## config.mk

```make
export PLATFORM = sky130hd
export DESIGN_NAME = muldiv_sequencer
export DESIGN_NICKNAME = d
export VERILOG_FILES = /design/src/rtl/sap_pkg.sv /design/src/rtl/muldiv_step.sv /design/src/rtl/muldiv_sequencer.sv
export SDC_FILE = /design/constraint.sdc
export NUM_CORES = 1
export LEC_CHECK = 0
export ABC_AREA = 0
export CORE_ASPECT_RATIO = 0.7
export CORE_MARGIN = 2
export CORE_UTILIZATION = 54
export CTS_BUF_LIST = sky130_fd_sc_hd__clkbuf_8
export CTS_CLUSTER_DIAMETER = 120
export DETAILED_ROUTE_END_ITERATION = 12
export PLACE_DENSITY = 0.8
export SETUP_SLACK_MARGIN = 0.15
export SKIP_CTS_REPAIR_TIMING = 1
export SYNTH_ARGS = -nofsm -noshare
export SYNTH_HDL_FRONTEND = slang
export SYNTH_SLANG_ARGS = --single-unit
```

## constraint.sdc

```tcl
create_clock -name clk -period 2.55 [get_ports clk]
set_input_delay 0.3825 -clock clk [delete_from_list [all_inputs] [get_ports clk]]
set_output_delay 0.3825 -clock clk [all_outputs]
set_load 0.005 [all_outputs]
```

## src/rtl/sap_pkg.sv

```systemverilog
// Shared SAP-1 definitions: muldiv op encodings, ALU opcodes and the
// multiply/divide sequencer state encodings used by the controller.
package sap_pkg;

  localparam logic MULDIV_OP_MUL = 1'b0;
  localparam logic MULDIV_OP_DIV = 1'b1;

  localparam logic [3:0] OP_MUL = 4'b0011;
  localparam logic [3:0] OP_DIV = 4'b0100;

  localparam logic [0:0] MULDIV_ST_IDLE = 1'b0;
  localparam logic [0:0] MULDIV_ST_RUN  = 1'b1;

endpackage

```

## src/rtl/muldiv_step.sv

```systemverilog
// One combinational iteration of the sequencer: a shift-add multiply step
// or a restoring-divide step, selected by op.
module muldiv_step
  import sap_pkg::*;
#(
  parameter int WIDTH = 8
) (
  input  logic                 op,
  input  logic [2*WIDTH-1:0]   acc,
  input  logic [2*WIDTH-1:0]   opa,
  input  logic [WIDTH-1:0]     opb,
  output logic [2*WIDTH-1:0]   acc_nxt,
  output logic [2*WIDTH-1:0]   opa_nxt,
  output logic [WIDTH-1:0]     opb_nxt
);

  logic [WIDTH:0]   trial_s;
  logic [WIDTH-1:0] diff_s;

  // MUL: acc = product, opa = shifted multiplicand, opb = shifting multiplier.
  // DIV: acc = {remainder, quotient}, opa[WIDTH-1:0] = shifting dividend, opb = divisor.
  always_comb begin
    trial_s = {acc[2*WIDTH-1:WIDTH], opa[WIDTH-1]};
    diff_s  = trial_s[WIDTH-1:0] - opb;
    acc_nxt = acc;
    opa_nxt = opa << 1;
    opb_nxt = opb;
    if (op == MULDIV_OP_MUL) begin
      opb_nxt = opb >> 1;
      if (opb[0]) begin
        acc_nxt = acc + opa;
      end else begin
        acc_nxt = acc;
      end
    end else begin
      // trial_s is WIDTH+1 bits so the shifted-out remainder MSB takes part in the compare
      if (trial_s >= {1'b0, opb}) begin
        acc_nxt = {diff_s, acc[WIDTH-2:0], 1'b1};
      end else begin
        acc_nxt = {trial_s[WIDTH-1:0], acc[WIDTH-2:0], 1'b0};
      end
    end
  end

endmodule

```

## src/rtl/muldiv_sequencer.sv

```systemverilog
// Multi-cycle unsigned multiply/divide engine for the SAP-1 datapath:
// one bit per clock, results and flags registered until the next accepted start.
module muldiv_sequencer
  import sap_pkg::*;
#(
  parameter int WIDTH = 8
) (
  input  logic             clk,
  input  logic             rst,
  input  logic             start,
  input  logic             op,
  input  logic [WIDTH-1:0] a_in,
  input  logic [WIDTH-1:0] b_in,
  output logic             busy,
  output logic             done,
  output logic [WIDTH-1:0] result,
  output logic [WIDTH-1:0] result_hi,
  output logic             ovf,
  output logic             dbz
);

  localparam int CW = $clog2(WIDTH + 1);
  localparam logic [CW-1:0] CNT_ONE  = CW'(1);
  localparam logic [CW-1:0] CNT_LAST = CW'(WIDTH - 1);

  logic [0:0]         state_r;
  logic [CW-1:0]      count_r;
  logic               op_r;
  logic [2*WIDTH-1:0] acc_r;
  logic [2*WIDTH-1:0] opa_r;
  logic [WIDTH-1:0]   opb_r;
  logic               busy_r;
  logic               done_r;
  logic [WIDTH-1:0]   result_r;
  logic [WIDTH-1:0]   result_hi_r;
  logic               ovf_r;
  logic               dbz_r;

  logic [2*WIDTH-1:0] acc_nxt_s;
  logic [2*WIDTH-1:0] opa_nxt_s;
  logic [WIDTH-1:0]   opb_nxt_s;
  logic               div_zero_s;

  muldiv_step #(.WIDTH(WIDTH)) u_step (
    .op      (op_r),
    .acc     (acc_r),
    .opa     (opa_r),
    .opb     (opb_r),
    .acc_nxt (acc_nxt_s),
    .opa_nxt (opa_nxt_s),
    .opb_nxt (opb_nxt_s)
  );

  assign div_zero_s = (op_r == MULDIV_OP_DIV) && (opb_r == {WIDTH{1'b0}});

  // FSM, iteration counter, operand/accumulator registers and registered outputs
  always_ff @(posedge clk) begin
    if (rst) begin
      state_r     <= MULDIV_ST_IDLE;
      count_r     <= {CW{1'b0}};
      op_r        <= MULDIV_OP_MUL;
      acc_r       <= {(2*WIDTH){1'b0}};
      opa_r       <= {(2*WIDTH){1'b0}};
      opb_r       <= {WIDTH{1'b0}};
      busy_r      <= 1'b0;
      done_r      <= 1'b0;
      result_r    <= {WIDTH{1'b0}};
      result_hi_r <= {WIDTH{1'b0}};
      ovf_r       <= 1'b0;
      dbz_r       <= 1'b0;
    end else begin
      case (state_r)
        MULDIV_ST_IDLE: begin
          done_r <= 1'b0;
          if (start) begin
            op_r    <= op;
            opa_r   <= {{WIDTH{1'b0}}, a_in};
            opb_r   <= b_in;
            acc_r   <= {(2*WIDTH){1'b0}};
            count_r <= {CW{1'b0}};
            ovf_r   <= 1'b0;
            dbz_r   <= 1'b0;
            busy_r  <= 1'b1;
            state_r <= MULDIV_ST_RUN;
          end
        end
        MULDIV_ST_RUN: begin
          if (div_zero_s) begin
            // divide by zero short-circuits after one cycle with saturated quotient
            result_r    <= {WIDTH{1'b1}};
            result_hi_r <= opa_r[WIDTH-1:0];
            dbz_r       <= 1'b1;
            ovf_r       <= 1'b0;
            done_r      <= 1'b1;
            busy_r      <= 1'b0;
            state_r     <= MULDIV_ST_IDLE;
          end else begin
            acc_r   <= acc_nxt_s;
            opa_r   <= opa_nxt_s;
            opb_r   <= opb_nxt_s;
            count_r <= count_r + CNT_ONE;
            if (count_r == CNT_LAST) begin
              result_r    <= acc_nxt_s[WIDTH-1:0];
              result_hi_r <= acc_nxt_s[2*WIDTH-1:WIDTH];
              ovf_r       <= (op_r == MULDIV_OP_MUL) && (acc_nxt_s[2*WIDTH-1:WIDTH] != {WIDTH{1'b0}});
              done_r      <= 1'b1;
              busy_r      <= 1'b0;
              state_r     <= MULDIV_ST_IDLE;
            end
          end
        end
        default: begin
          state_r <= MULDIV_ST_IDLE;
          busy_r  <= 1'b0;
          done_r  <= 1'b0;
        end
      endcase
    end
  end

  assign busy      = busy_r;
  assign done      = done_r;
  assign result    = result_r;
  assign result_hi = result_hi_r;
  assign ovf       = ovf_r;
  assign dbz       = dbz_r;

endmodule

```

==> results of run 1 <==
## worst max-delay path by stage
stage          depth (start not counted)  startpoint  slack (ns)      endpoint
2_1_floorplan                         10    opa_r[0]        0.09           ovf
3_3_place_gp                          10    opa_r[0]       -0.20           ovf
3_5_place_dp                          10   acc_r[13]       -0.23  result_hi[5]
4_1_cts                               10   acc_r[12]       -0.25           ovf
5_1_grt                               10    opa_r[0]       -0.23           ovf
6_report                              10    opa_r[0]       -0.16           ovf
## cells by family (layout without fill, tap and decap cells)
group	Yosys count	after routing
AOI/OAI and AO/OA	173	173
DFF	66	66
muxes	20	20
buffers and inverters	44	169
and+or+nand+nor	190	190
adders and majority gates	26	26
xor gates and xnor gates	11	11
## final cells by class
| class | count | share of cell area |
|---|---|---|
| Multi-Input combinational cell | 420 | 0.522 |
| Sequential cell | 66 | 0.222 |
| Timing Repair Buffer | 138 | 0.189 |
| Clock buffer | 10 | 0.0226 |
| Tap cell | 98 | 0.0202 |
| Clock inverter | 6 | 0.0148 |
| Inverter | 15 | 0.00967 |
## registers in the layout (all words and copies together), names as in the netlist, 4 cells and up
name       count
acc_r         16
count_r        4
opa_r         16
opb_r          8
result         8
result_hi      8
## placed cells by master (no fill, tap or decap), types with 5 or more instances in the layout
master,Yosys,final
nand2_1,43,40
clkbuf_8,0,10
mux2i_1,19,19
o21ai_1,3,5
ha_1,24,7
a22o_1,8,8
buf_6,0,5
ha_4,0,13
o21ai_2,0,7
a31oi_1,8,7
a21o_1,11,11
inv_1,15,11
xnor2_1,7,6
a21oi_2,0,11
o21ai_0,19,9
nor2_1,75,70
clkdlybuf4s50_1,0,38
buf_4,0,94
o21a_1,6,6
dfxtp_1,66,49
nand4_1,5,5
dfxtp_2,0,15
a211oi_1,25,22
nand3_1,31,30
a21oi_1,54,43
## where the power goes
| part | switching [mW] | internal (mW) |
|---|---|---|
| clock network | 0.452 | 0.579 |
| logic | 0.561 | 0.468 |
| registers | 0.0532 | 1.08 |
## metal layers
layer	GRT usage	vias to the layer above	part of all wire
met3	0.112	52	0.10
li1	-	2199	-
met2	0.499	304	0.44
met5	0	-	0
met4	0.0897	0	0.026
met1	0.482	2305	0.43
## through the flow
step	std cells	TNS [ns]
floorplan	530	0
global placement	725	-1.04
detailed placement	725	-1.74
CTS	741	-2.32
global route	753	-1.34
finish	753	-0.695
==> results.py, run 1 <==
metrics = {
    "clock_tree": {
        "cts.clk_slew.worst_paths_ns": 0.08,
        "root_buffer": "clkbuf_8",
        "cts_tree": "done",
        "numCtsBuffers": 9,
        "worstSkewPairLatency_ns": 0.36,
        "htreeDepth": 3,
        "clockBufferDepth": 2,
        "cts_sinks": 66,
    },
    "worst_setup_path": {
        "reg2reg_setup_slack_ns": -0.16,
        "rr_endpoint": "ovf",
        "critical_path.cell_chain": "ha_4 > fa_2 > a21o_1 > and4_4 > or2_4 > a31oi_4 > xor2_2 > a221o_1 > nand4_1 > o41a_1",
        "crit_path_start_kind": "flop",
        "worstPathRequired_ns": 2.80,
        "crit_path_max_incr_delay_ns": 0.37,
        "timing.rr.start": "opa_r[0]",
        "cp_num_buf_inv": 0,
        "endpoint_kind": "flop",
        "cp.arrival_ns": 2.96,
        "cp_top_family": "compound AO/OA/AOI/OAI gates",
        "critPathKind": "flop to flop",
        "cp_slowest_cell": "fa_2",
        "crit_fanout": 3,
        "reg2regPathDepth": 10,
    },
    "logic_synthesis": {
        "yosysMostFrequentCell": "nor2_1",
        "synth-adder-area-share": 0.0815,
        "yosysSeqAreaShare": 0.317,
        "yosys_warnings": 0,
        "synthSimpleGateAreaFrac": 0.207,
        "synth_top_area_share": 0.317,
        "synth_common_cells": "nor2_1 (75), dfxtp_1 (66), a21oi_1 (54), nand2_1 (43), nand3_1 (31)",
        "synth_edf_count": 0,
        "synth_nets": 576,
        "synth_mux_area_frac": 0.0483,
        "avgSynthCellArea_um2": 7.88,
        "synth.distinct_cells": 66,
        "synth_compound_area_frac": 0.284,
        "synth_top_family_by_area": "compound AO/OA/AOI/OAI gates",
        "netlist_area_um2": 4170,
        "synth_top_cell_by_area": "dfxtp_1",
        "async_reset_ff_frac": 0,
        "synth-main-ff-cell": "dfxtp_1",
        "synthTopCellsByArea": "dfxtp_1 (32%), ha_1 (7.2%), nor2_1 (6.7%), a21oi_1 (6.5%), mux2i_1 (4.6%)",
        "synth_seq_cells": 66,
        "synth_cells": 530,
        "synth_xor_area_frac": 0.0231,
    },
    "detailed_routing": {
        "wl_per_cell_um": 20.4,
        "drt_iter0_drc": 490,
        "drt_first_pass_iters": 5,
        "totalWireLength_mm": 15.4,
        "antenna_left": 0,
        "via_count": 4860,
        "drc_errors": 0,
        "via_per_inst": 6.45,
    },
    "final_layout": {
        "diodes": 0,
        "design_area_um2": 6080,
        "multi_input_area_um2": 3180,
        "area_delta_synth_final_pct": 45.7,
        "n_fill_cell": 448,
        "num-nets-final": 696,
        "fin_util": 0.823,
        "register_area_um2": 1350,
        "layout-drive-gt1-share": 0.331,
    },
    "sta": {
        "worst_pin_slew_ns": 1.05,
        "slew_headroom": 0.298,
        "finalHoldViolCount": 0,
        "final_max_slew_viol_count": 0,
        "period_minus_slack_ns": 2.71,
        "layout_setup_ws_ns": -0.159,
        "setup_viol_count_final": 8,
        "fmax_mhz": 369,
        "skew_ns": 0.00668,
        "period_share": 1.06,
        "rsz0062_at_grt": "true",
        "whs_ns": 0.414,
    },
    "global_routing": {
        "antenna_found_initial": 0,
        "grt_usage": 0.342,
        "grt_start_max_net_pins": 45,
        "grt_pass1_vias": 4473,
        "grt-ovfl-total": 0,
        "grt_pass1_wl_mm": 22.3,
    },
    "status": {
        "status": "finished, violations left",
        "violations": "negative setup slack",
    },
    "floorplan": {
        "fp.dieH_um": 77.6,
        "io_pins": 40,
        "row_count": 26,
        "start_util": 0.565,
        "dieArea_um2": 8460,
        "coreArea_um2": 7380,
        "die_x_um": 109,
    },
    "job": {
        "drv_cap": 0,
    },
    "power": {
        "vdd_drop_max_mv": 0.494,
        "fin_total_pwr_mw": 3.19,
        "p_per_area_nw_per_um2": 525,
        "leakage_nw": 2.40,
    },
    "placed_design": {
        "dpl.hpwl_mm": 10.3,
        "port_buffers": 39,
        "dpl_cell_area_um2": 5250,
        "place_congestion": 0.990,
        "pre_cts_ws_ns": -0.227,
    },
    "worst_hold_path": {
        "worst_hold_path.num_cells": 2,
        "worstHoldStart": "rst",
        "min_path_type": "input port to flop",
        "worstHoldEndpoint": "result[2]",
    },
}
Power figures use the tool's default switching activity.
==> run 2: changes to the inputs <==
MAX_ROUTING_LAYER = met4   (was not set)
==> run 2 against run 1 <==
  * The run still ends with negative setup slack left
  * Count of clock-buffer cells in the layout unchanged
  * Clock power about the same
  * Highest routed layer unchanged
  * Sequential share of layout area increased by 0.30 points
  * Critical path type unchanged
==> results.py, run 2 (synthesis gave the netlist of run 1 again) <==
metrics = {
    "sta": {
        "fmax_mhz": 372,
        "period_share": 1.05,
        "period_minus_slack_ns": 2.69,
        "whs_ns": 0.453,
        "skew_ns": 0.00866,
        "worst_pin_slew_ns": 0.977,
        "tns_ns": -0.328,
        "finalHoldViolCount": 0,
        "layout_setup_ws_ns": -0.137,
        "rsz0062_at_grt": "true",
        "final_max_slew_viol_count": 0,
        "slew_headroom": 0.345,
        "setup_viol_count_final": 5,
    },
    "placed_design": {
        "place_congestion": 0.963,
        "dpl.hpwl_mm": 10.2,
        "pre_cts_ws_ns": -0.307,
        "dp_cells": 726,
        "dpl_cell_area_um2": 5250,
        "port_buffers": 39,
    },
    "worst_hold_path": {
        "min_path_type": "input port to flop",
    },
    "worst_setup_path": {
        "endpoint_kind": "flop",
        "crit_path_start_kind": "flop",
        "cp.arrival_ns": 2.95,
        "critPathKind": "flop to flop",
        "worstPathRequired_ns": 2.81,
        "crit_fanout": 3,
    },
    "clock_tree": {
        "clockBufferDepth": 2,
        "cts.clk_slew.worst_paths_ns": 0.08,
        "htreeDepth": 3,
        "worstSkewPairLatency_ns": 0.37,
        "numCtsBuffers": 9,
        "cts_tree": "done",
        "root_buffer": "clkbuf_8",
        "cts_sinks": 66,
    },
    "global_routing": {
        "antenna_found_initial": 0,
        "grt-ovfl-total": 0,
        "grt_pass1_vias": 4312,
        "grt_pass1_wl_mm": 22.3,
        "grt_usage": 0.353,
        "grt_start_max_net_pins": 42,
    },
    "final_layout": {
        "diodes": 0,
        "multi_input_area_um2": 3140,
        "n_fill_cell": 434,
        "num-nets-final": 693,
        "most-common-layout-cells": "buf_4 (91), nor2_1 (71), dfxtp_1 (48)",
        "reg_top3": "acc_r (16), opa_r (16)",
        "layout_commonest_cell": "buf_4",
        "design_area_um2": 6030,
        "register_area_um2": 1350,
        "finalNonFillerCells": 750,
        "fin_util": 0.816,
        "layout-drive-gt1-share": 0.322,
        "area_delta_synth_final_pct": 44.4,
    },
    "job": {
        "drv_cap": 0,
    },
    "floorplan": {
        "coreArea_um2": 7380,
        "start_util": 0.565,
        "io_pins": 40,
        "row_count": 26,
        "fp.dieH_um": 77.6,
        "die_x_um": 109,
        "dieArea_um2": 8460,
    },
    "detailed_routing": {
        "via_count": 4901,
        "drc_errors": 0,
        "wl_per_cell_um": 20.4,
        "drt_first_pass_iters": 7,
        "drt_iter0_drc": 566,
        "totalWireLength_mm": 15.3,
        "via_per_inst": 6.53,
        "antenna_left": 0,
    },
    "power": {
        "fin_total_pwr_mw": 3.19,
        "leakage_nw": 2.40,
        "vdd_drop_max_mv": 0.483,
        "p_per_area_nw_per_um2": 529,
    },
    "status": {
        "violations": "negative setup slack",
        "status": "finished, violations left",
    },
}
## run 2: cell count changes in the layout (fill, tap and decap cells not counted), sizes merged
cell / before / now
buf: 100 / 97
clkinv: 3 / 1
clkinvlp: 1 / 2
inv: 15 / 16
## run 2: final cells by class
cell class | instances | share of cell area
multi-input cells | 420 | 0.521
flip-flops and latches | 66 | 0.225
repair buffers | 135 | 0.187
clock buffers | 10 | 0.0228
well taps | 98 | 0.0203
clock inverters | 6 | 0.0147
inverters | 15 | 0.00934
## run 2: path summary, 6_finish.rpt
check | slack (ns) | cells past startpoint | startpoint | endpoint
worst min register to register | 0.48 | 2 | opa_r[13] | opa_r[14]
worst max-delay path | -0.14 | 10 | opa_r[0] | ovf
worst min-delay path | 0.45 | 2 | rst | acc_r[9]
worst max register to register | -0.14 | 10 | opa_r[0] | ovf
## run 2: critical path, stage by stage (launching register included)
cell,delay [ns]
dfxtp_2,0.34
ha_4,0.17
fa_2,0.36
a21o_1,0.19
and4_4,0.20
or2_4,0.26
a31oi_4,0.20
xor2_2,0.23
a221o_1,0.23
nand4_1,0.11
o41a_1,0.31
## run 2: report_power, final
group,total [mW],switching (mW),internal [mW]
combinational,1.02,0.555,0.467
clock,1.03,0.456,0.578
sequential,1.13,0.0541,1.08
## run 2: metal layers
layer	vias to the layer above	GRT usage	wire length [um]
li1	2192	-	-
met1	2353	0.515	6490
met4	0	0.0936	397
met3	57	0.0689	1690
met5	-	-	0
met2	299	0.495	6690
